===== src/rtl/ds_issue_ctrl.sv =====
// ds_issue_ctrl: dual-issue decision plus decode-to-execute pipeline register.
// Looks at the two FIFO head entries, tells the FIFO how many to pop, and
// registers the issued pair toward the execute stage.
module ds_issue_ctrl #(
    parameter int BUS_WD = 102
) (
    input  logic              clk,
    input  logic              resetn,
    input  logic              fifo_to_ds_valid_0,
    input  logic              fifo_to_ds_valid_1,
    input  logic [BUS_WD-1:0] fifo_to_ds_bus_0,
    input  logic [BUS_WD-1:0] fifo_to_ds_bus_1,
    input  logic              es_allowin,
    input  logic              ds_flush,
    output logic [1:0]        issue_mode,
    output logic              ds_to_es_valid_0,
    output logic              ds_to_es_valid_1,
    output logic [BUS_WD-1:0] ds_to_es_bus_0,
    output logic [BUS_WD-1:0] ds_to_es_bus_1
);

    typedef enum logic [1:0] {
        ISSUE_NONE   = 2'b00,
        ISSUE_SIGNLE = 2'b01,
        ISSUE_DUAL   = 2'b10
    } issue_mode_e;

    localparam logic [5:0] OP_SPECIAL = 6'b000000;
    localparam logic [5:0] OP_REGIMM  = 6'b000001;
    localparam logic [5:0] OP_J       = 6'b000010;
    localparam logic [5:0] OP_JAL     = 6'b000011;
    localparam logic [5:0] OP_BEQ     = 6'b000100;
    localparam logic [5:0] OP_BNE     = 6'b000101;
    localparam logic [5:0] OP_BLEZ    = 6'b000110;
    localparam logic [5:0] OP_BGTZ    = 6'b000111;
    localparam logic [5:0] OP_COP0    = 6'b010000;

    localparam logic [5:0] FN_JR      = 6'b001000;
    localparam logic [5:0] FN_JALR    = 6'b001001;
    localparam logic [5:0] FN_SYSCALL = 6'b001100;
    localparam logic [5:0] FN_BREAK   = 6'b001101;
    localparam logic [5:0] FN_ERET    = 6'b011000;

    localparam logic [4:0] RT_BLTZ    = 5'b00000;
    localparam logic [4:0] RT_BGEZ    = 5'b00001;
    localparam logic [4:0] RT_BLTZAL  = 5'b10000;
    localparam logic [4:0] RT_BGEZAL  = 5'b10001;
    localparam logic [4:0] RS_MFC0    = 5'b00000;
    localparam logic [4:0] RS_MTC0    = 5'b00100;

    // SPECIAL-encoded ALU ops: shifts, add/sub/logic, set-less-than.
    function automatic logic special_alu(input logic [5:0] fn);
        logic r;
        case (fn)
            6'b000000, 6'b000010, 6'b000011,
            6'b000100, 6'b000110, 6'b000111: r = 1'b1;
            default: r = (fn[5:3] == 3'b100) || (fn == 6'b101010) || (fn == 6'b101011);
        endcase
        return r;
    endfunction

    // Destination register; 0 means no write.
    function automatic logic [4:0] dest_of(input logic [5:0] op, input logic [4:0] rs,
                                           input logic [4:0] rt, input logic [4:0] rd,
                                           input logic [5:0] fn);
        logic [4:0] d;
        d = '0;
        case (op)
            OP_SPECIAL: if (special_alu(fn) || fn == FN_JALR) d = rd;
            OP_REGIMM:  if (rt == RT_BLTZAL || rt == RT_BGEZAL) d = 5'd31;
            OP_JAL:     d = 5'd31;
            OP_COP0:    if (rs == RS_MFC0) d = rt;
            default:    if (op[5:3] == 3'b001 || op[5:3] == 3'b100) d = rt;
        endcase
        return d;
    endfunction

    function automatic logic is_branch(input logic [5:0] op, input logic [4:0] rt,
                                       input logic [5:0] fn);
        logic b;
        case (op)
            OP_SPECIAL: b = (fn == FN_JR) || (fn == FN_JALR);
            OP_REGIMM:  b = (rt == RT_BLTZ) || (rt == RT_BGEZ) ||
                            (rt == RT_BLTZAL) || (rt == RT_BGEZAL);
            OP_J, OP_JAL, OP_BEQ, OP_BNE, OP_BLEZ, OP_BGTZ: b = 1'b1;
            default:    b = 1'b0;
        endcase
        return b;
    endfunction

    // HI/LO, multiply/divide, CP0 and trap instructions issue alone.
    function automatic logic is_serial(input logic [5:0] op, input logic [4:0] rs,
                                       input logic [5:0] fn);
        logic s;
        case (op)
            OP_SPECIAL: s = (fn[5:2] == 4'b0110) || (fn[5:2] == 4'b0100) ||
                            (fn == FN_SYSCALL) || (fn == FN_BREAK);
            OP_COP0:    s = (rs == RS_MFC0) || (rs == RS_MTC0) || (rs[4] && fn == FN_ERET);
            default:    s = 1'b0;
        endcase
        return s;
    endfunction

    function automatic logic reads_reg(input logic [4:0] rs, input logic [4:0] rt,
                                       input logic [4:0] d);
        return (d != 5'd0) && (rs == d || rt == d);
    endfunction

    // Field slices of each slot's instruction word (bus bits [63:32]).
    logic [5:0] op_0, op_1, fn_0, fn_1;
    logic [4:0] rs_0, rs_1, rt_0, rt_1, rd_0, rd_1;
    assign op_0 = fifo_to_ds_bus_0[63:58];
    assign rs_0 = fifo_to_ds_bus_0[57:53];
    assign rt_0 = fifo_to_ds_bus_0[52:48];
    assign rd_0 = fifo_to_ds_bus_0[47:43];
    assign fn_0 = fifo_to_ds_bus_0[37:32];
    assign op_1 = fifo_to_ds_bus_1[63:58];
    assign rs_1 = fifo_to_ds_bus_1[57:53];
    assign rt_1 = fifo_to_ds_bus_1[52:48];
    assign rd_1 = fifo_to_ds_bus_1[47:43];
    assign fn_1 = fifo_to_ds_bus_1[37:32];

    logic [4:0] dest_0, dest_1;
    logic       ex_0, ex_1, ld_0, ld_1, mem_0, mem_1, br_0, br_1, ser_0, ser_1;
    assign dest_0 = dest_of(op_0, rs_0, rt_0, rd_0, fn_0);
    assign dest_1 = dest_of(op_1, rs_1, rt_1, rd_1, fn_1);
    assign ex_0   = fifo_to_ds_bus_0[BUS_WD-1];
    assign ex_1   = fifo_to_ds_bus_1[BUS_WD-1];
    assign ld_0   = (op_0[5:3] == 3'b100);
    assign ld_1   = (op_1[5:3] == 3'b100);
    assign mem_0  = (op_0[5:4] == 2'b10);
    assign mem_1  = (op_1[5:4] == 2'b10);
    assign br_0   = is_branch(op_0, rt_0, fn_0);
    assign br_1   = is_branch(op_1, rt_1, fn_1);
    assign ser_0  = is_serial(op_0, rs_0, fn_0);
    assign ser_1  = is_serial(op_1, rs_1, fn_1);

    // Execute-stage slot state kept for the load-use interlock.
    logic       es_load_0, es_load_1;
    logic [4:0] es_dest_0, es_dest_1;

    logic lu_0, lu_1, dep_1;
    assign lu_0  = (ds_to_es_valid_0 && es_load_0 && reads_reg(rs_0, rt_0, es_dest_0)) ||
                   (ds_to_es_valid_1 && es_load_1 && reads_reg(rs_0, rt_0, es_dest_1));
    assign lu_1  = (ds_to_es_valid_0 && es_load_0 && reads_reg(rs_1, rt_1, es_dest_0)) ||
                   (ds_to_es_valid_1 && es_load_1 && reads_reg(rs_1, rt_1, es_dest_1));
    assign dep_1 = reads_reg(rs_1, rt_1, dest_0);

    issue_mode_e mode;

    // Issue decision in priority order; a branch never leaves without its delay slot.
    always_comb begin
        mode = ISSUE_NONE;
        if (!resetn || ds_flush || !es_allowin || !fifo_to_ds_valid_0) begin
            mode = ISSUE_NONE;
        end else if (lu_0) begin
            mode = ISSUE_NONE;
        end else if (br_0) begin
            if (!fifo_to_ds_valid_1)
                mode = ISSUE_NONE;
            else if (dep_1 || lu_1 || ex_1)
                mode = ISSUE_SIGNLE;
            else
                mode = ISSUE_DUAL;
        end else if (!fifo_to_ds_valid_1 || ex_0 || ex_1 || ser_0 || ser_1 ||
                     (mem_0 && mem_1) || br_1 || dep_1 || lu_1) begin
            mode = ISSUE_SIGNLE;
        end else begin
            mode = ISSUE_DUAL;
        end
    end

    assign issue_mode = mode;

    logic take_0, take_1;
    assign take_0 = (mode != ISSUE_NONE);
    assign take_1 = (mode == ISSUE_DUAL);

    // Decode-to-execute register: flush clears, stall holds, otherwise capture the issued slots.
    always_ff @(posedge clk or negedge resetn) begin
        if (!resetn) begin
            ds_to_es_valid_0 <= 1'b0;
            ds_to_es_valid_1 <= 1'b0;
            ds_to_es_bus_0   <= '0;
            ds_to_es_bus_1   <= '0;
            es_load_0        <= 1'b0;
            es_load_1        <= 1'b0;
            es_dest_0        <= '0;
            es_dest_1        <= '0;
        end else if (ds_flush) begin
            ds_to_es_valid_0 <= 1'b0;
            ds_to_es_valid_1 <= 1'b0;
            ds_to_es_bus_0   <= '0;
            ds_to_es_bus_1   <= '0;
            es_load_0        <= 1'b0;
            es_load_1        <= 1'b0;
            es_dest_0        <= '0;
            es_dest_1        <= '0;
        end else if (es_allowin) begin
            ds_to_es_valid_0 <= take_0;
            ds_to_es_valid_1 <= take_1;
            ds_to_es_bus_0   <= take_0 ? fifo_to_ds_bus_0 : '0;
            ds_to_es_bus_1   <= take_1 ? fifo_to_ds_bus_1 : '0;
            es_load_0        <= take_0 && ld_0;
            es_load_1        <= take_1 && ld_1;
            es_dest_0        <= take_0 ? dest_0 : '0;
            es_dest_1        <= take_1 ? dest_1 : '0;
        end
    end

endmodule


===== config.mk =====
export PLATFORM = sky130hd
export DESIGN_NAME = ds_issue_ctrl
export DESIGN_NICKNAME = d
export VERILOG_FILES = /design/src/rtl/ds_issue_ctrl.sv
export SDC_FILE = /design/constraint.sdc
export NUM_CORES = 1
export LEC_CHECK = 0
export BUFFER_PORTS_ARGS = -buffer_cell sky130_fd_sc_hd__buf_2
export CAP_MARGIN = 30
export CORE_MARGIN = 2
export CORE_UTILIZATION = 35
export DETAILED_ROUTE_END_ITERATION = 10
export GPL_TIMING_DRIVEN = 0
export MAX_ROUTING_LAYER = met4
export SYNTH_ARGS = -nofsm -noshare
export SYNTH_HDL_FRONTEND = slang
export SYNTH_SLANG_ARGS = --single-unit

===== constraint.sdc =====
create_clock -name clk -period 6.97 [get_ports clk]
set_clock_uncertainty 0.1 [all_clocks]
set_input_delay 0.697 -clock clk [delete_from_list [all_inputs] [get_ports clk]]
set_output_delay 0.697 -clock clk [all_outputs]
set_load 0.1 [all_outputs]

# Word level (Yosys, flattened, before mapping)

Cells that the tools add are included.

Register bits: 218
Input bits: 210
Output and inout port bits: 208
Logic and storage cells: 208

Equality and inequality tests: 71
Muxes and demuxes: 44
Reductions and logical operators: 85

Operators by type and width:

| cell                                           | number |
|---|---|
| two-way mux 102 bit                            | 6 |
| == test 6 x 3 -> 1 bit (second input constant) | 14 |
| two-way mux 5 bit                              | 14 |
| == test 5 bit                                  | 10 |
| == test 6 x 2 -> 1 bit (second input constant) | 8 |
| == test 6 x 4 -> 1 bit (second input constant) | 8 |
| logical OR 1 bit                               | 48 |
| case mux 5 bit (4 select lines)                | 2 |
| == test 6 x 5 -> 1 bit (second input constant) | 4 |
| == test 6 bit (second input constant)          | 4 |
| zero test 6 bit                                | 4 |
| OR reduction 6 bit                             | 4 |
| == test 5 bit (second input constant)          | 4 |
| zero test 5 bit                                | 4 |
| == test 4 x 3 -> 1 bit (second input constant) | 4 |
| logical AND 1 bit                              | 16 |
| nonzero test 5 bit                             | 3 |
| == test 3 bit (second input constant)          | 4 |
| == test 6 x 1 -> 1 bit (second input constant) | 2 |
| two-way mux 1 bit                              | 12 |
| two-way mux 2 bit                              | 6 |
| == test 5 x 1 -> 1 bit (second input constant) | 2 |
| == test 5 x 3 -> 1 bit (second input constant) | 2 |
| == test 2 bit (second input constant)          | 3 |
| other kinds (5)                                | 12 |

# Depth between registers and ports, before layout

Gate-level depths: netlist of the first run.

Word-level depth: 22
Mapped depth: 12
Gate-level depth less buffers: 9

# Least setup slack after synthesis of the first run

Ideal clock, no wire load.

Kind: input-to-output
Start: input port fifo_to_ds_bus_0[61]
End: output port issue_mode[0]
Arrival: 3.161 ns
Data required time: 6.173 ns
Setup slack: 3.012 ns
Stages on the path: 9
Path buffers: 1
Path through: buf_2 > or4_1 > a211oi_2 > a22o_2 > a21oi_1 > nor4b_1 > o2111ai_1 > nand2_1 > o21a_1

Longest elaborated chain between the ends: 14
Elaborated cells on any way between the ends: 36
Classes of those cells: 12 x eq/ne; 10 x mux; 14 x reduce/logical

RTL lines:

| what                                                           | RTL line | RTL |
|---|---|---|
| from (decl)                                                    | 11       | `input logic [BUS_WD-1:0] fifo_to_ds_bus_0,` |
| == test 3 x 1 -> 1 bit / == test 3 bit (equally long branches) | 73       | `default: if (op[5:3] == 3'b001 \|\| op[5:3] == 3'b100) d = rt;` |
| logical OR 1 bit                                               | 73       |  |
| two-way mux 5 bit                                              | 73       |  |
| case mux 5 bit (4 select lines)                                | 68       | `case (op)` |
| == test 5 bit                                                  | 106      | `return (d != 5'd0) && (rs == d \|\| rt == d);` |
| logical OR 1 bit                                               | 106      |  |
| logical AND 1 bit                                              | 106      |  |
| logical OR 1 bit (2 in a row)                                  | 161      | `else if (dep_1 \|\| lu_1 \|\| ex_1)` |
| two-way mux 2 bit                                              | 161      |  |
| two-way mux 2 bit                                              | 159      | `if (!fifo_to_ds_valid_1)` |
| two-way mux 2 bit (*)                                          | 158      | `end else if (br_0) begin` |
| two-way mux 2 bit (*)                                          | 156      | `end else if (lu_0) begin` |
| two-way mux 2 bit (*)                                          | 154      | `if (!resetn \|\| ds_flush \|\| !es_allowin \|\| !fifo_to_ds_valid_0) begin` |
| to (decl)                                                      | 15       | `output logic [1:0] issue_mode,` |

Every way passes the cells marked *; elsewhere a longest branch is shown, timed or not.

# Final worst setup path of the first run

Start: register es_dest_1[1]
End: output port issue_mode[0]

Longest elaborated chain between the ends: 12
Elaborated cells on any way between the ends: 22
Classes of those cells: 4 x eq/ne; 6 x mux; 12 x reduce/logical

RTL lines:

| what                          | RTL line | RTL |
|---|---|---|
| from (decl)                   | 140      | `logic [4:0] es_dest_0, es_dest_1;` |
| from (signal assigned)        | 207      | `es_dest_1 <= take_1 ? dest_1 : '0;` |
| == test 5 bit                 | 106      |  |
| logical OR 1 bit              | 106      |  |
| logical AND 1 bit             | 106      |  |
| logical AND 1 bit             | 146      | `(ds_to_es_valid_1 && es_load_1 && reads_reg(rs_1, rt_1, es_dest_1));` |
| logical OR 1 bit              | 145      | `assign lu_1 = (ds_to_es_valid_0 && es_load_0 && reads_reg(rs_1, rt_1, es_dest_0)) \|\|` |
| logical OR 1 bit (2 in a row) | 161      |  |
| two-way mux 2 bit             | 161      |  |
| two-way mux 2 bit             | 159      |  |
| two-way mux 2 bit             | 158      |  |
| two-way mux 2 bit (*)         | 156      |  |
| two-way mux 2 bit (*)         | 154      |  |

Marked as above.

==> summary.txt, run 1 <==
Clock network
  – Clk buf depth: 3
  – CTS tree: done
  – CTS root buffer: clkbuf_16
  – Post_cts resized: 0
  – Inserted Clock Buffers: 25
  – Worst-path clk slew: roughly 60 ps
  – Post-CTS Setup Inserts: 0
  – # H-tree levels: 1
  – CTS Sinks: ~220
  – Skew-Pair Late Insertion Delay: 530 ps
  – CTS hold repair buffers: 0

Logic synthesis
  – Post-synth top flop: dfrtp_1
  – Post-synth EDFFs: 0
  – Syn_nets: 954
  – Average size of a mapped cell: around 12 sq um
  – Top-count cell post-synth: dfrtp_1
  – Netlist Area Pre-Place: 9200 sq um
  – Largest area contributor in the netlist: dfrtp_1
  – Post-synthesis cell count: ~740
  – Main area contributors after synthesis: dfrtp_1, a22o_1, xnor2_1
  – Ys async rst share: 1.00
  – Synth Register Bits: 218
  – YS warnings: 0
  – Sequential share of the synthesized area: 0.593
  – Area fraction of the dominant cell type after synthesis: 0.593
  – Post-synth top cells: dfrtp_1, a22o_1, clkbuf_1, nand2_1, xnor2_1
  – Synth unique cells: 57

Routing
  – Total number of vias: 8147
  – Antenna Violating Nets Remaining: 0
  – DR iter-0 viols: 594
  – DRC: 0
  – Drt pass-1 iters: 5
  – Routed len/inst: between 20 and 25 microns
  – Vias per inst: 5.29
  – Final WL: 33000 microns

Cells and area
  – Util after Layout: 0.488
  – Final instance area: 12600 sq um
  – Final nets: ~1400
  – Layout cells sized above 1: 0.399
  – Filler cells: 2457
  – Synthesis-to-finish area growth: 37.4%

STA
  – Max-slew violation count: 0
  – Fin Hold WS: roughly 110 ps
  – Minimum clock period: approximately 5400 ps
  – Final Hold Vio Count: 0
  – Fmax: approximately 0.19 GHz
  – RSZ-0062 raised after global routing: no
  – Slew headroom: 0.361
  – Worst slew pin tran: between 900 and 1000 ps
  – Final period util: 0.774
  – Final setup vio count: 0

Critical path
  – Critical R2R Launch: es_dest_1[1]$_DFFE_PN0P_
  – Max Fanout on Critical Path: 10
  – Critical path launch point type: flip-flop
  – Critical Path AT: around 4600 ps
  – CP endpoint kind: primary output
  – Worst flop-to-flop path endpoint: ds_to_es_bus_0[94]$_DFFE_PN0P_
  – Worst setup path end: issue_mode[0]
  – Critical path launch point: es_dest_1[1]$_DFFE_PN0P_
  – Worst Reg-to-Reg Cells: 9
  – Critical Path RT: between 6000 and 7000 ps
  – Worst R2R Setup Slack: between 3000 and 4000 ps
  – Setup CP Type: reg2out

GRT
  – Vias in the first global route: ~8000
  – Total gr overflow: 0
  – First-pass GRT wire length: 49500 microns
  – Gr usage total: 0.238
  – Initial antenna violation count: 7
  – Pin count of the biggest net entering global routing: between 100 and 150

Power and ir drop
  – Pwr/cell area: 249 nW/um^2
  – Total power: between 0.003 and 0.004 W
  – VDD IR max: between 150 and 200 uV
  – Static Leakage: ~6.7 nW

Floorplanning
  – Io pins: about 420
  – Die area: 27600 sq um
  – Rows: 59
  – Initial Utilization: 0.355
  – Die width: ~170 microns
  – Die height: about 170 microns
  – Total core area: between 20000 and 30000 sq um

Place
  – Placed Area: around 12000 sq um
  – GPL Wtd Cong: around 0.91
  – Port Buf Inserts: between 400 and 500
  – HPWL Detailed: roughly 25000 microns

Outcome
  – Status: completed

Job
  – Max_cap viols: 0

Hold path
  – Hold WC Path Type: in2async
## worst max-delay path, stage by stage (launching register included)
cell and delay, ps:
dfrtp_1 360, clkbuf_1 210, or3_1 390, o311a_1 310, a22oi_1 300, nand4_1 170, a21oi_1 470, clkbuf_1 530
clkbuf_1 670, o21a_1 210, buf_2 440
## power breakdown
group          internal, W  total [W]  switching (W)
clock             0.000912    0.00147       0.000559
sequential         0.00128    0.00129      0.0000104
combinational     0.000103   0.000380       0.000277
## cell type report
type                       count  area [sq um]  share of cell area
clock buffer                  32           672              0.0532
antenna                        7          17.5             0.00139
buffer                        65           290              0.0230
timing repair buffer         409          2080               0.165
tap                          335           419              0.0332
multi-input combinational    448          3400               0.269
sequential                   218          5460               0.432
clock inverter                14           251              0.0199
inverter                      13          48.8             0.00386
## metrics by stage
step	setup WS (ps)	std cells	setup TNS, ps
after floorplan	3010	744	0
after global placement	-1230	1487	-3740
after detailed placement	1770	1488	0
after CTS	1370	1534	0
after global routing	1260	1541	0
final	1580	1541	0
## logic make-up after synthesis
family                 after synthesis  synth area share
multiplexers                         3           0.00326
buffers and inverters               78            0.0369
flip-flops                         218             0.593
AND/OR/NAND/NOR                    120            0.0781
AO/OA/AOI/OAI                      281             0.247
XOR/XNOR                            44            0.0419
## routing by layer
layer	GRT usage	up-vias	wire, microns
met5	-	-	0
met4	0.0650	0	631
met3	0.0391	53	1920
met2	0.379	319	16000
met1	0.318	4069	14400
li1	-	3706	-
## state kept, by name, indices dropped and copies added (netlist names)
register / count
ds_to_es_valid_0: 1
es_dest_0: 5
es_load_1: 1
ds_to_es_valid_1: 1
es_load_0: 1
ds_to_es_bus_1: 102
ds_to_es_bus_0: 102
es_dest_1: 5
## worst min-delay path by stage
stage | start | endpoint
final | resetn | ds_to_es_bus_0[69]$_DFFE_PN0P_
after global routing | resetn | ds_to_es_bus_0[73]$_DFFE_PN0P_
after CTS | resetn | ds_to_es_bus_0[69]$_DFFE_PN0P_
after detailed placement | ds_to_es_bus_0[32]$_DFFE_PN0P_ | ds_to_es_bus_0[32]$_DFFE_PN0P_
after global placement | ds_to_es_bus_0[32]$_DFFE_PN0P_ | ds_to_es_bus_0[32]$_DFFE_PN0P_
after floorplan | resetn | ds_to_es_bus_0[0]$_DFFE_PN0P_
## cell usage in the layout (no fill, tap or decap), types with 6 or more instances in the layout
cell         n
clkbuf_1    58
o22ai_1      8
inv_1       12
nand2_1     35
clkbuf_16   25
buf_2      414
a21oi_1     20
o2111ai_1    7
nand3_1     17
xor2_1      12
bufinv_16    6
dfrtp_1    218
nand4_1      7
xnor2_1     32
diode_2      7
and2_1       7
o21ai_0     23
a22o_1     198
nor3b_1      7
nor3_1       9
Power figures use the tool's default switching activity.
==> inputs of run 2 (changes only) <==
Settings changed: ABC_AREA from default to 1.
Clock period 6.97 ns to 4.35 ns, I/O delays scaled along.
==> run 2 against run 1 <==
Against the previous run: critical path depth grew 9; final cell count grew 40%; sequential cell count is the same; setup slack lost 1200 ps; sequential share of layout area shrank 4.7 points; power grew 56%; via count grew 21%; final area grew 12%; area after synthesis grew 5.6%; synthesized cell count grew 63%.
==> summary.txt, run 2 <==
Logic synthesis
  – Synth Register Bits: ~220
  – Average size of a mapped cell: between 7 and 8 sq um
  – YS warnings: 0
  – Post-synthesis cell count: ~1200
  – Netlist Area Pre-Place: ~10000 sq um
  – Sequential share of the synthesized area: 0.562
  – Post-synth top flop: dfrtp_1
  – Area fraction of the dominant cell type after synthesis: 0.562
  – Syn_nets: between 1000 and 1500
  – Post-synth EDFFs: 0
  – Synth unique cells: 38
  – Top-count cell post-synth: nand2_1
  – Largest area contributor in the netlist: dfrtp_1
  – Main area contributors after synthesis: dfrtp_1, nand2_1, nand3_1
  – Ys async rst share: 1.00
  – Post-synth top cells: nand2_1, dfrtp_1, inv_1, nand3_1, nor2_1

Critical path
  – Worst R2R Setup Slack: 1630 ps
  – Critical R2R Launch: es_dest_0[3]$_DFFE_PN0P_
  – Worst Reg-to-Reg Cells: 13
  – Critical Path AT: ~3500 ps
  – Max Fanout on Critical Path: 10
  – Setup CP Type: in2out
  – Critical Path RT: approximately 3800 ps
  – Worst flop-to-flop path endpoint: ds_to_es_bus_1[100]$_DFFE_PN0P_
  – Critical path launch point type: input pin
  – CP endpoint kind: primary output

Job
  – Max_cap viols: 0

GRT
  – Initial antenna violation count: 6
  – First-pass GRT wire length: between 50000 and 60000 microns
  – Total gr overflow: 0
  – Vias in the first global route: between 9000 and 10000
  – Gr usage total: 0.237
  – Pin count of the biggest net entering global routing: 95

Place
  – HPWL Detailed: about 25000 microns
  – Placed Area: 12300 sq um
  – Port Buf Inserts: just over 400
  – GPL Wtd Cong: about 0.90

Power and ir drop
  – Static Leakage: 8.44 nW
  – Total power: slightly below 0.005 W
  – VDD IR max: roughly 220 uV
  – Pwr/cell area: approximately 350 nW/um^2

Routing
  – Final WL: 34200 microns
  – Drt pass-1 iters: 6
  – Vias per inst: roughly 4.6
  – Antenna Violating Nets Remaining: 0
  – Routed len/inst: between 15 and 20 microns
  – DR iter-0 viols: ~570
  – DRC: 0
  – Total number of vias: around 10000

STA
  – Minimum clock period: around 4000 ps
  – RSZ-0062 raised after global routing: no
  – Fmax: ~0.25 GHz
  – Worst slew pin tran: 654 ps
  – Final Hold Vio Count: 0
  – Final period util: 0.917
  – Setup TNS: 0 ps
  – Final setup vio count: 0
  – Max-slew violation count: 0
  – Fin Hold WS: 10.4 ps
  – Slew headroom: 0.563

Clock network
  – CTS Sinks: ~220
  – Worst-path clk slew: about 60 ps
  – CTS root buffer: clkbuf_16
  – Skew-Pair Late Insertion Delay: between 500 and 600 ps
  – Inserted Clock Buffers: 25
  – # H-tree levels: 1
  – Clk buf depth: 3
  – CTS tree: done

Floorplanning
  – Die width: about 170 microns
  – Io pins: 418
  – Initial Utilization: 0.358
  – Die area: around 29000 sq um
  – Die height: between 150 and 200 microns
  – Total core area: ~27000 sq um
  – Rows: 60

Cells and area
  – Synthesis-to-finish area growth: 46.1%
  – Layout cells sized above 1: 0.276
  – Regs by FF count: ds_to_es_bus_0 x102, ds_to_es_bus_1 x102
  – Most common cell after layout, fill and taps aside: nand2_1
  – Commonest non-fill, non-tap cells in the layout: nand2_1, buf_2, dfrtp_1
  – Final nets: about 2000
  – Final instance area: between 10000 and 15000 sq um

Hold path
  – Hold WC Path Type: in2reg
  – Hold Crit Endpoint: ds_to_es_bus_1[66]$_DFFE_PN0P_
  – Hold path depth: 3
  – Worst hold start: fifo_to_ds_bus_1[66]

Outcome
  – Status: completed
run 2: changes by cell type after synthesis, moves of 6 or more:
cell | previous run | this run
a21oi_1 | 20 | 7
nor2_1 | 4 | 36
nor4_1 | 1 | 7
o21ai_1 | 1 | 15
a22o_1 | 198 | 0
nand3_1 | 17 | 50
xnor2_1 | 32 | 5
inv_1 | 12 | 62
clkbuf_1 | 53 | 32
nand2_1 | 35 | 666
and2_1 | 7 | 0
run 2: worst max-delay path by stage:
| stage | startpoint | slack [ps] | end | depth (start not counted) |
|---|---|---|---|---|
| finish | fifo_to_ds_bus_0[63] | 360 | issue_mode[1] | 19 |
| detailed placement | fifo_to_ds_bus_0[63] | 410 | issue_mode[1] | 19 |
| floorplan | fifo_to_ds_bus_0[51] | 1280 | issue_mode[0] | 17 |
| CTS | resetn | 150 | issue_mode[1] | 11 |
| global placement | resetn | -2420 | issue_mode[1] | 9 |
| global route | fifo_to_ds_bus_0[63] | 120 | issue_mode[1] | 19 |
run 2: logic make-up (layout without fill, tap and decap cells):
kind of cell / count (synthesis) / after routing / share of synthesized area
xor gates and xnor gates: 20 / 20 / 0.0180
other: 0 / 6 / 0
and+or+nand+nor: 780 / 780 / 0.316
buffers and inverters: 119 / 682 / 0.0555
DFF: 218 / 218 / 0.562
AOI/OAI and AO/OA: 78 / 78 / 0.0483
run 2: timing repair:
item,CTS,global route
hold endpoints to repair,133,0
setup buffers,0,0
endpoints found under the setup margin,0,1
gates resized for setup,0,0
hold buffers,102,0
run 2: area by class of cell:
cell class / instances / area [sq um]
Fill cell: 2647 / 12900
Inverter: 65 / 244
Antenna cell: 6 / 15.0
Tap cell: 372 / 465
Clock inverter: 7 / 63.8
Timing Repair Buffer: 518 / 3180
Buffer: 54 / 295
Sequential cell: 218 / 5460
Clock buffer: 38 / 754
Multi-Input combinational cell: 878 / 3720
run 2: report_power, final:
| group | leakage (nW) | internal [W] | switching [W] |
|---|---|---|---|
| sequential | 3.03 | 0.00206 | 0.0000183 |
| clock | 0.409 | 0.00125 | 0.000860 |
| combinational | 5.00 | 0.000213 | 0.000517 |
run 2: routing by layer:
metal,up-vias,GRT usage,routed length [microns]
met3,53,0.0460,2330
met4,0,0.0713,852
met5,-,-,0
met1,4606,0.295,14600
li1,4871,-,-
met2,368,0.394,16400
run 2: stage by stage:
stage           util  setup slack [ps]  instances
3_5_place_dp   0.454               414       2002
5_1_grt        0.524               123       2156
2_1_floorplan      -              1280       1215
3_3_place_gp   0.452             -2420       2000
4_1_cts        0.522               152       2149
6_report       0.524               361       2156
run 2: critical path, cell delays in order:
cell and delay, ps:
buf_2 120, inv_1 110, nor3_1 340, a21oi_1 150
o21ai_0 350, nand2_1 160, nand2_1 80, nand2_1 50
nand2_1 70, nor2_1 40, nand2_1 50, nand2_1 40
nand2_1 180, nand3_2 110, a21oi_2 150, nand2_2 110
inv_2 290, buf_6 190, buf_2 430
